===== src/rtl/recv_partition.sv =====
// Receive stage of a quickselect pass. It pops one packet header, then partitions
// the packet's pixels around the pivot into a local buffer and reports the surviving side.
module recv_partition #(
  parameter int BUFF_SIZE     = 32,
  parameter int BUFF_SIZE_BIT = $clog2(BUFF_SIZE) + 1,
  parameter int DATA_WIDTH    = 8
) (
  input  logic                     clk,
  input  logic                     rst_n,
  input  logic [DATA_WIDTH-1:0]    recv_px_data,
  input  logic                     recv_px_empty,
  output logic                     recv_px_rd,
  input  logic [DATA_WIDTH-1:0]    recv_pivot_data,
  input  logic                     recv_pivot_empty,
  output logic                     recv_pivot_rd,
  input  logic [BUFF_SIZE_BIT-1:0] recv_buff_size_data,
  input  logic                     recv_buff_size_empty,
  output logic                     recv_buff_size_rd,
  input  logic [BUFF_SIZE_BIT-1:0] recv_median_pos_data,
  input  logic                     recv_median_pos_empty,
  output logic                     recv_median_pos_rd,
  input  logic [DATA_WIDTH-1:0]    recv_second_median_value_data,
  input  logic                     recv_second_median_value_empty,
  output logic                     recv_second_median_value_rd,
  output logic                     buff_wr,
  output logic [BUFF_SIZE_BIT-1:0] buff_addr,
  output logic [DATA_WIDTH-1:0]    buff_data,
  output logic                     busy,
  output logic                     done,
  output logic                     error,
  output logic                     median_found,
  output logic [DATA_WIDTH-1:0]    median_value,
  output logic [BUFF_SIZE_BIT-1:0] part_base,
  output logic [BUFF_SIZE_BIT-1:0] part_size,
  output logic [BUFF_SIZE_BIT-1:0] part_median_pos,
  output logic [DATA_WIDTH-1:0]    second_median_value
);

  typedef enum logic [1:0] {IDLE, RECV, DECIDE, DONE} state_t;

  localparam logic [BUFF_SIZE_BIT-1:0] ONE      = BUFF_SIZE_BIT'(1);
  localparam logic [BUFF_SIZE_BIT-1:0] ZERO     = '0;
  localparam logic [BUFF_SIZE_BIT-1:0] MAX_SIZE = BUFF_SIZE_BIT'(BUFF_SIZE);

  state_t r_state, w_state_next;

  logic [DATA_WIDTH-1:0]    r_pivot, r_second;
  logic [BUFF_SIZE_BIT-1:0] r_n, r_p;
  logic [BUFF_SIZE_BIT-1:0] r_lt_cnt, r_eq_cnt, r_rx_cnt, r_lo_ptr, r_hi_ptr;

  logic                     r_error, r_median_found;
  logic [DATA_WIDTH-1:0]    r_median_value, r_second_out;
  logic [BUFF_SIZE_BIT-1:0] r_part_base, r_part_size, r_part_median_pos;

  logic                     w_hdr_ready, w_hdr_pop, w_hdr_invalid, w_px_pop;
  logic                     w_lt, w_gt, w_last;
  logic [BUFF_SIZE_BIT-1:0] w_lt_eq;

  assign w_hdr_ready = ~recv_pivot_empty & ~recv_buff_size_empty &
                       ~recv_median_pos_empty & ~recv_second_median_value_empty;
  // Strobes are gated by rst_n so they read 0 while reset is held, whatever the FIFOs show.
  assign w_hdr_pop     = rst_n & (r_state == IDLE) & w_hdr_ready;
  assign w_px_pop      = rst_n & (r_state == RECV) & ~recv_px_empty;
  assign w_hdr_invalid = (recv_buff_size_data == ZERO) || (recv_buff_size_data > MAX_SIZE) ||
                         (recv_median_pos_data >= recv_buff_size_data);
  assign w_lt    = recv_px_data < r_pivot;
  assign w_gt    = recv_px_data > r_pivot;
  assign w_last  = (r_rx_cnt == r_n - ONE);
  assign w_lt_eq = r_lt_cnt + r_eq_cnt;

  always_ff @(posedge clk or negedge rst_n) begin
    if (!rst_n) r_state <= IDLE;
    else        r_state <= w_state_next;
  end

  always_comb begin
    w_state_next = r_state;
    recv_px_rd   = 1'b0;
    buff_wr      = 1'b0;
    buff_addr    = ZERO;
    buff_data    = '0;
    busy         = 1'b0;
    done         = 1'b0;
    case (r_state)
      IDLE: begin
        busy = w_hdr_pop;
        if (w_hdr_pop) w_state_next = w_hdr_invalid ? DONE : RECV;
      end
      RECV: begin
        busy       = 1'b1;
        recv_px_rd = w_px_pop;
        if (w_px_pop) begin
          buff_wr   = w_lt | w_gt;
          buff_addr = w_gt ? r_hi_ptr : r_lo_ptr;
          buff_data = recv_px_data;
          if (w_last) w_state_next = DECIDE;
        end
      end
      DECIDE: begin
        busy         = 1'b1;
        w_state_next = DONE;
      end
      DONE: begin
        busy         = 1'b1;
        done         = 1'b1;
        w_state_next = IDLE;
      end
      default: w_state_next = IDLE;
    endcase
  end

  assign recv_pivot_rd               = w_hdr_pop;
  assign recv_buff_size_rd           = w_hdr_pop;
  assign recv_median_pos_rd          = w_hdr_pop;
  assign recv_second_median_value_rd = w_hdr_pop;

  // Header capture and partition bookkeeping: smaller pixels fill upward from 0,
  // larger pixels fill downward from N-1, equal pixels are only counted.
  always_ff @(posedge clk or negedge rst_n) begin
    if (!rst_n) begin
      r_pivot  <= '0;
      r_second <= '0;
      r_n      <= ZERO;
      r_p      <= ZERO;
      r_lt_cnt <= ZERO;
      r_eq_cnt <= ZERO;
      r_rx_cnt <= ZERO;
      r_lo_ptr <= ZERO;
      r_hi_ptr <= ZERO;
    end else if (w_hdr_pop) begin
      r_pivot  <= recv_pivot_data;
      r_second <= recv_second_median_value_data;
      r_n      <= recv_buff_size_data;
      r_p      <= recv_median_pos_data;
      r_lt_cnt <= ZERO;
      r_eq_cnt <= ZERO;
      r_rx_cnt <= ZERO;
      r_lo_ptr <= ZERO;
      r_hi_ptr <= recv_buff_size_data - ONE;
    end else if (w_px_pop) begin
      r_rx_cnt <= r_rx_cnt + ONE;
      if (w_lt) begin
        r_lo_ptr <= r_lo_ptr + ONE;
        r_lt_cnt <= r_lt_cnt + ONE;
      end else if (w_gt) begin
        r_hi_ptr <= r_hi_ptr - ONE;
      end else begin
        r_eq_cnt <= r_eq_cnt + ONE;
      end
    end
  end

  // Result registers change only on entry to DONE and otherwise hold.
  always_ff @(posedge clk or negedge rst_n) begin
    if (!rst_n) begin
      r_error           <= 1'b0;
      r_median_found    <= 1'b0;
      r_median_value    <= '0;
      r_part_base       <= ZERO;
      r_part_size       <= ZERO;
      r_part_median_pos <= ZERO;
      r_second_out      <= '0;
    end else if (w_hdr_pop && w_hdr_invalid) begin
      r_error           <= 1'b1;
      r_median_found    <= 1'b0;
      r_median_value    <= '0;
      r_part_base       <= ZERO;
      r_part_size       <= ZERO;
      r_part_median_pos <= ZERO;
      r_second_out      <= recv_second_median_value_data;
    end else if (r_state == DECIDE) begin
      r_error           <= 1'b0;
      r_median_found    <= 1'b0;
      r_median_value    <= '0;
      r_part_base       <= ZERO;
      r_part_size       <= ZERO;
      r_part_median_pos <= ZERO;
      r_second_out      <= r_second;
      if (r_p < r_lt_cnt) begin
        r_part_size       <= r_lt_cnt;
        r_part_median_pos <= r_p;
      end else if (r_p < w_lt_eq) begin
        r_median_found <= 1'b1;
        r_median_value <= r_pivot;
      end else begin
        r_part_base       <= w_lt_eq;
        r_part_size       <= r_n - w_lt_eq;
        r_part_median_pos <= r_p - w_lt_eq;
      end
    end
  end

  assign error               = r_error;
  assign median_found        = r_median_found;
  assign median_value        = r_median_value;
  assign part_base           = r_part_base;
  assign part_size           = r_part_size;
  assign part_median_pos     = r_part_median_pos;
  assign second_median_value = r_second_out;

endmodule


===== config.mk =====
export PLATFORM = sky130hd
export DESIGN_NAME = recv_partition
export DESIGN_NICKNAME = d
export VERILOG_FILES = /design/src/rtl/recv_partition.sv
export SDC_FILE = /design/constraint.sdc
export NUM_CORES = 1
export LEC_CHECK = 0
export CORE_UTILIZATION = 48
export CTS_CLUSTER_SIZE = 40
export DETAILED_ROUTE_END_ITERATION = 16
export PLACE_DENSITY = 0.77
export SLEW_MARGIN = 20
export SYNTH_ARGS = -nofsm -noshare
export SYNTH_HDL_FRONTEND = slang
export SYNTH_SLANG_ARGS = --single-unit

===== constraint.sdc =====
create_clock -name clk -period 3.17 [get_ports clk]
set_input_delay 0.7925 -clock clk [delete_from_list [all_inputs] [get_ports clk]]
set_output_delay 0.7925 -clock clk [all_outputs]
set_load 0.02 [all_outputs]

==> out/qor.tcl <==
set qor(total_power_mw) 6.869
set qor(fin_nets) 865
set qor(yosys.area.top_type_share_pct) 41.48
set qor(routed_via_density) 5.586
set qor(synthesis.area_mm2) 0.005792
set qor(timing_max_transition_violations_final) 0
set qor(worst-r2r-setup-slack_ns) 0.08
set qor(initial_antenna_violation_count) 0
set qor(timing.final.crit_period_ns) 3.197
set qor(max_freq_ghz) 0.3128
set qor(grt_setup_unrepaired) {true}
set qor(result_of_the_run) {complete, but fails checks}
set qor(wirelength_met1_mm) 6.842
set qor(boundaryPins) 101
set qor(skew_ns) 0.007854
set qor(drt-total-wl_mm) 15.79
set qor(pre_cts_ws_ns) -0.8525
set qor(yosys-top-cells-area) {dfrtp_1 41%, ha_1 9.5%, nand2_1 6.7%}
set qor(worstPathCellList) {buf_8 -> ha_4 -> nor2b_1 -> o21a_1 -> o21ai_2 -> a21o_1 -> a21oi_4 -> buf_12 -> mux2i_4 -> nor2_2 -> buf_6}
set qor(critical_path_required_ns) 2.38
set qor(worst_setup_path_start_kind) {input port}
set qor(die_area_mm2) 0.01251
set qor(wl_met3_um) 856
set qor(gr-total-overflow) 0
set qor(worstSetupEndpointType) {output pin}
set qor(floorplan.initialDensity_pct) 50.08
set qor(detailedPlacementHpwl_mm) 11.71
set qor(period_share_pct) 100.8
set qor(ys.warnings.count) 0
set qor(hold_buffers) 0
set qor(clk_root_buffer_cell) {clkbuf_16}
set qor(grt_pass1_wl_mm) 26.00
set qor(ctsLongestPathBuffers) 2
set qor(number_of_vias_after_detailed_routing) 5156
set qor(synthDominantAreaCellType) {dfrtp_1}
set qor(clk_transition_reported_paths_ns) 0.06
set qor(timing.critical_path.arrival_ns) 2.40
set qor(synth_async_reset_ratio_pct) 100.0
set qor(tritoncts_clock_tree) {done}
set qor(cp_max_stage_cell) {ha_4}
set qor(worst_case_vdd_ir_drop_mv) 0.4556
set qor(drc_violations_left) 5
set qor(drt_first_pass_iters) 13
set qor(htreeDepth) 3
set qor(synth_flop_cell) {dfrtp_1}
set qor(most_common_cell_after_layout_fill_and_taps_aside) {nand2_1}
set qor(worstSkewPairLatency_ns) 0.35
set qor(p_leak_nw) 3.681
set qor(antenna_cells_inserted) 0
set qor(number_of_global_route_vias_before_repair) 5307
set qor(synth_cells) 630
set qor(dr.max_layer_used) {met4}
set qor(syn-mean-instance-area_um2) 9.193
set qor(worstPathMaxFanout) 6
set qor(synth_edf_count) 0
set qor(row_count) 39
set qor(violations) {DRC, setup timing}
set qor(synth_seq_area_share_pct) 41.48
set qor(fin_cells) 923
set qor(die_w_um) 111.8
set qor(layout_common_cells) {104 x nand2_1, 96 x dfrtp_1, 70 x clkdlybuf4s50_1}
set qor(final_setup_violation_count) 6
set qor(power-per-cell-area_mw_per_mm2) 870.2
set qor(critPathTopFamily) {compound AO/OA/AOI/OAI gates}
set qor(input_output_buffers) 100
set qor(post_route_cells_drive_above_1_share_pct) 18.85
set qor(place.detailed.instances) 894
set qor(grt_util_all_layers_pct) 26.40
set qor(area_growth_syn_to_layout_pct) 36.29
set qor(rd_place_congestion) 0.8743
set qor(pin_count_of_the_biggest_net_entering_global_routing) 52
set qor(design.core.area_mm2) 0.01156
set qor(postSynthRegisterBits) 96
set qor(die_height_um) 111.8
set qor(numClockSinks) 96
set qor(postLayoutSetupSlackWorst_ns) -0.02670
set qor(maxCapViolations) 0
set qor(synth_nets) 720
set qor(route.met2.wl_mm) 7.724
set qor(routed_length_per_instance_um) 17.11
set qor(cts_made_buffers) 9
set qor(worst_slew_pin_slew_ns) 0.6676
set qor(synth_cell_type_count) 61
set qor(total_buffers_and_inverters_traversed_by_the_critical_path) 3
set qor(hold_path_class) {in2async}
set qor(post_detailed_route_count_of_antenna_violating_nets) 0
set qor(timing_worst_setup_path_type) {in2out}
set qor(iteration_0_drc_markers) 344
set qor(max_slew_margin_pct) 55.49
set qor(timing.final.hold_violations) 0
set qor(critical_path.max_stage_delay_ns) 0.25
## timing repair
item / CTS / global route
setup buffers: 4 / 7
setup endpoints to repair: 34 / 34
gates cloned: 1 / 1
endpoints found under the hold margin: 0 / 0
pin swaps: 16 / 16
gates resized for setup: 86 / 36
## stage by stage
step / utilization [%] / hold slack [ns] / area (um^2) / TNS (ns)
3_3_place_gp: 62.79 / 0.4573 / 7262 / -6.729
4_1_cts: 66.32 / 0.4355 / 7670 / -0.1265
6_report: 68.26 / 0.4457 / 7894 / -0.1263
2_1_floorplan: - / 0.4454 / 5821 / 0
3_5_place_dp: 62.79 / 0.4671 / 7262 / -7.712
5_1_grt: 68.26 / 0.4542 / 7894 / -0.4012
## kinds of logic (layout without fill, tap and decap cells)
logic type / Yosys count / in the layout / synth area share [%]
adder cells (fa/ha/maj): 49 / 49 / 10.91
buffers and inverters: 62 / 211 / 4.537
AND/OR/NAND/NOR: 237 / 237 / 18.97
multiplexers: 21 / 21 / 3.651
XOR/XNOR: 42 / 42 / 6.351
AO/OA/AOI/OAI: 123 / 124 / 14.11
flip-flops: 96 / 96 / 41.48
## synthesized netlist by cell type (9+ instances only)
master	n
inv_1	32
nand3_1	27
a21oi_1	26
a21o_1	9
nand4_1	9
mux2i_1	20
xor2_1	20
dfrtp_1	96
ha_1	44
nand2_1	104
clkbuf_1	12
nor2_1	45
o21ai_1	17
xnor2_1	22
o21ai_0	30
and2_1	9
## metal layers
layer  track usage, %  vias to the layer above
met5                0                        -
met4            9.279                        0
met3            5.661                       28
met2            43.73                      172
met1            34.13                     2502
li1                 -                     2454
## flip-flops by register name (all words and copies together), names as in the netlist
name	count
r_rx_cnt	6
part_base	6
r_lo_ptr	6
r_lt_cnt	6
r_p	6
r_state	2
median_found	1
r_hi_ptr	6
r_eq_cnt	6
part_size	6
r_pivot	8
r_n	6
r_second	8
median_value	8
error	1
part_median_pos	6
second_median_value	8
## final timing paths
path / startpoint / endpoint / cells after the start
max in group asynchronous: rst_n / r_rx_cnt[2]$_DFFE_PN0P_ / 3
max: recv_px_data[1] / buff_addr[0] / 11
min: rst_n / r_hi_ptr[4]$_DFFE_PN0P_ / 2
min in group clk: r_second[7]$_DFFE_PN0P_ / r_second[7]$_DFFE_PN0P_ / 2
min reg2reg: r_second[7]$_DFFE_PN0P_ / r_second[7]$_DFFE_PN0P_ / 2
max reg2reg: r_eq_cnt[0]$_DFFE_PN0P_ / median_value[3]$_DFFE_PN0P_ / 11
## power by group
group | internal, mW | switching [mW] | total (mW)
sequential | 1.62 | 0.395 | 2.01
clock | 0.757 | 0.468 | 1.23
combinational | 1.74 | 1.89 | 3.63
## layout make-up
class / instances / area [um^2]
fillers: 875 / 3671
clock buffers: 12 / 266.5
repair buffers: 161 / 1456
flip-flops and latches: 96 / 2402
clock inverters: 4 / 73.82
inverters: 34 / 127.6
well taps: 143 / 178.9
multi-input cells: 473 / 3388
Power figures use the tool's default switching activity.
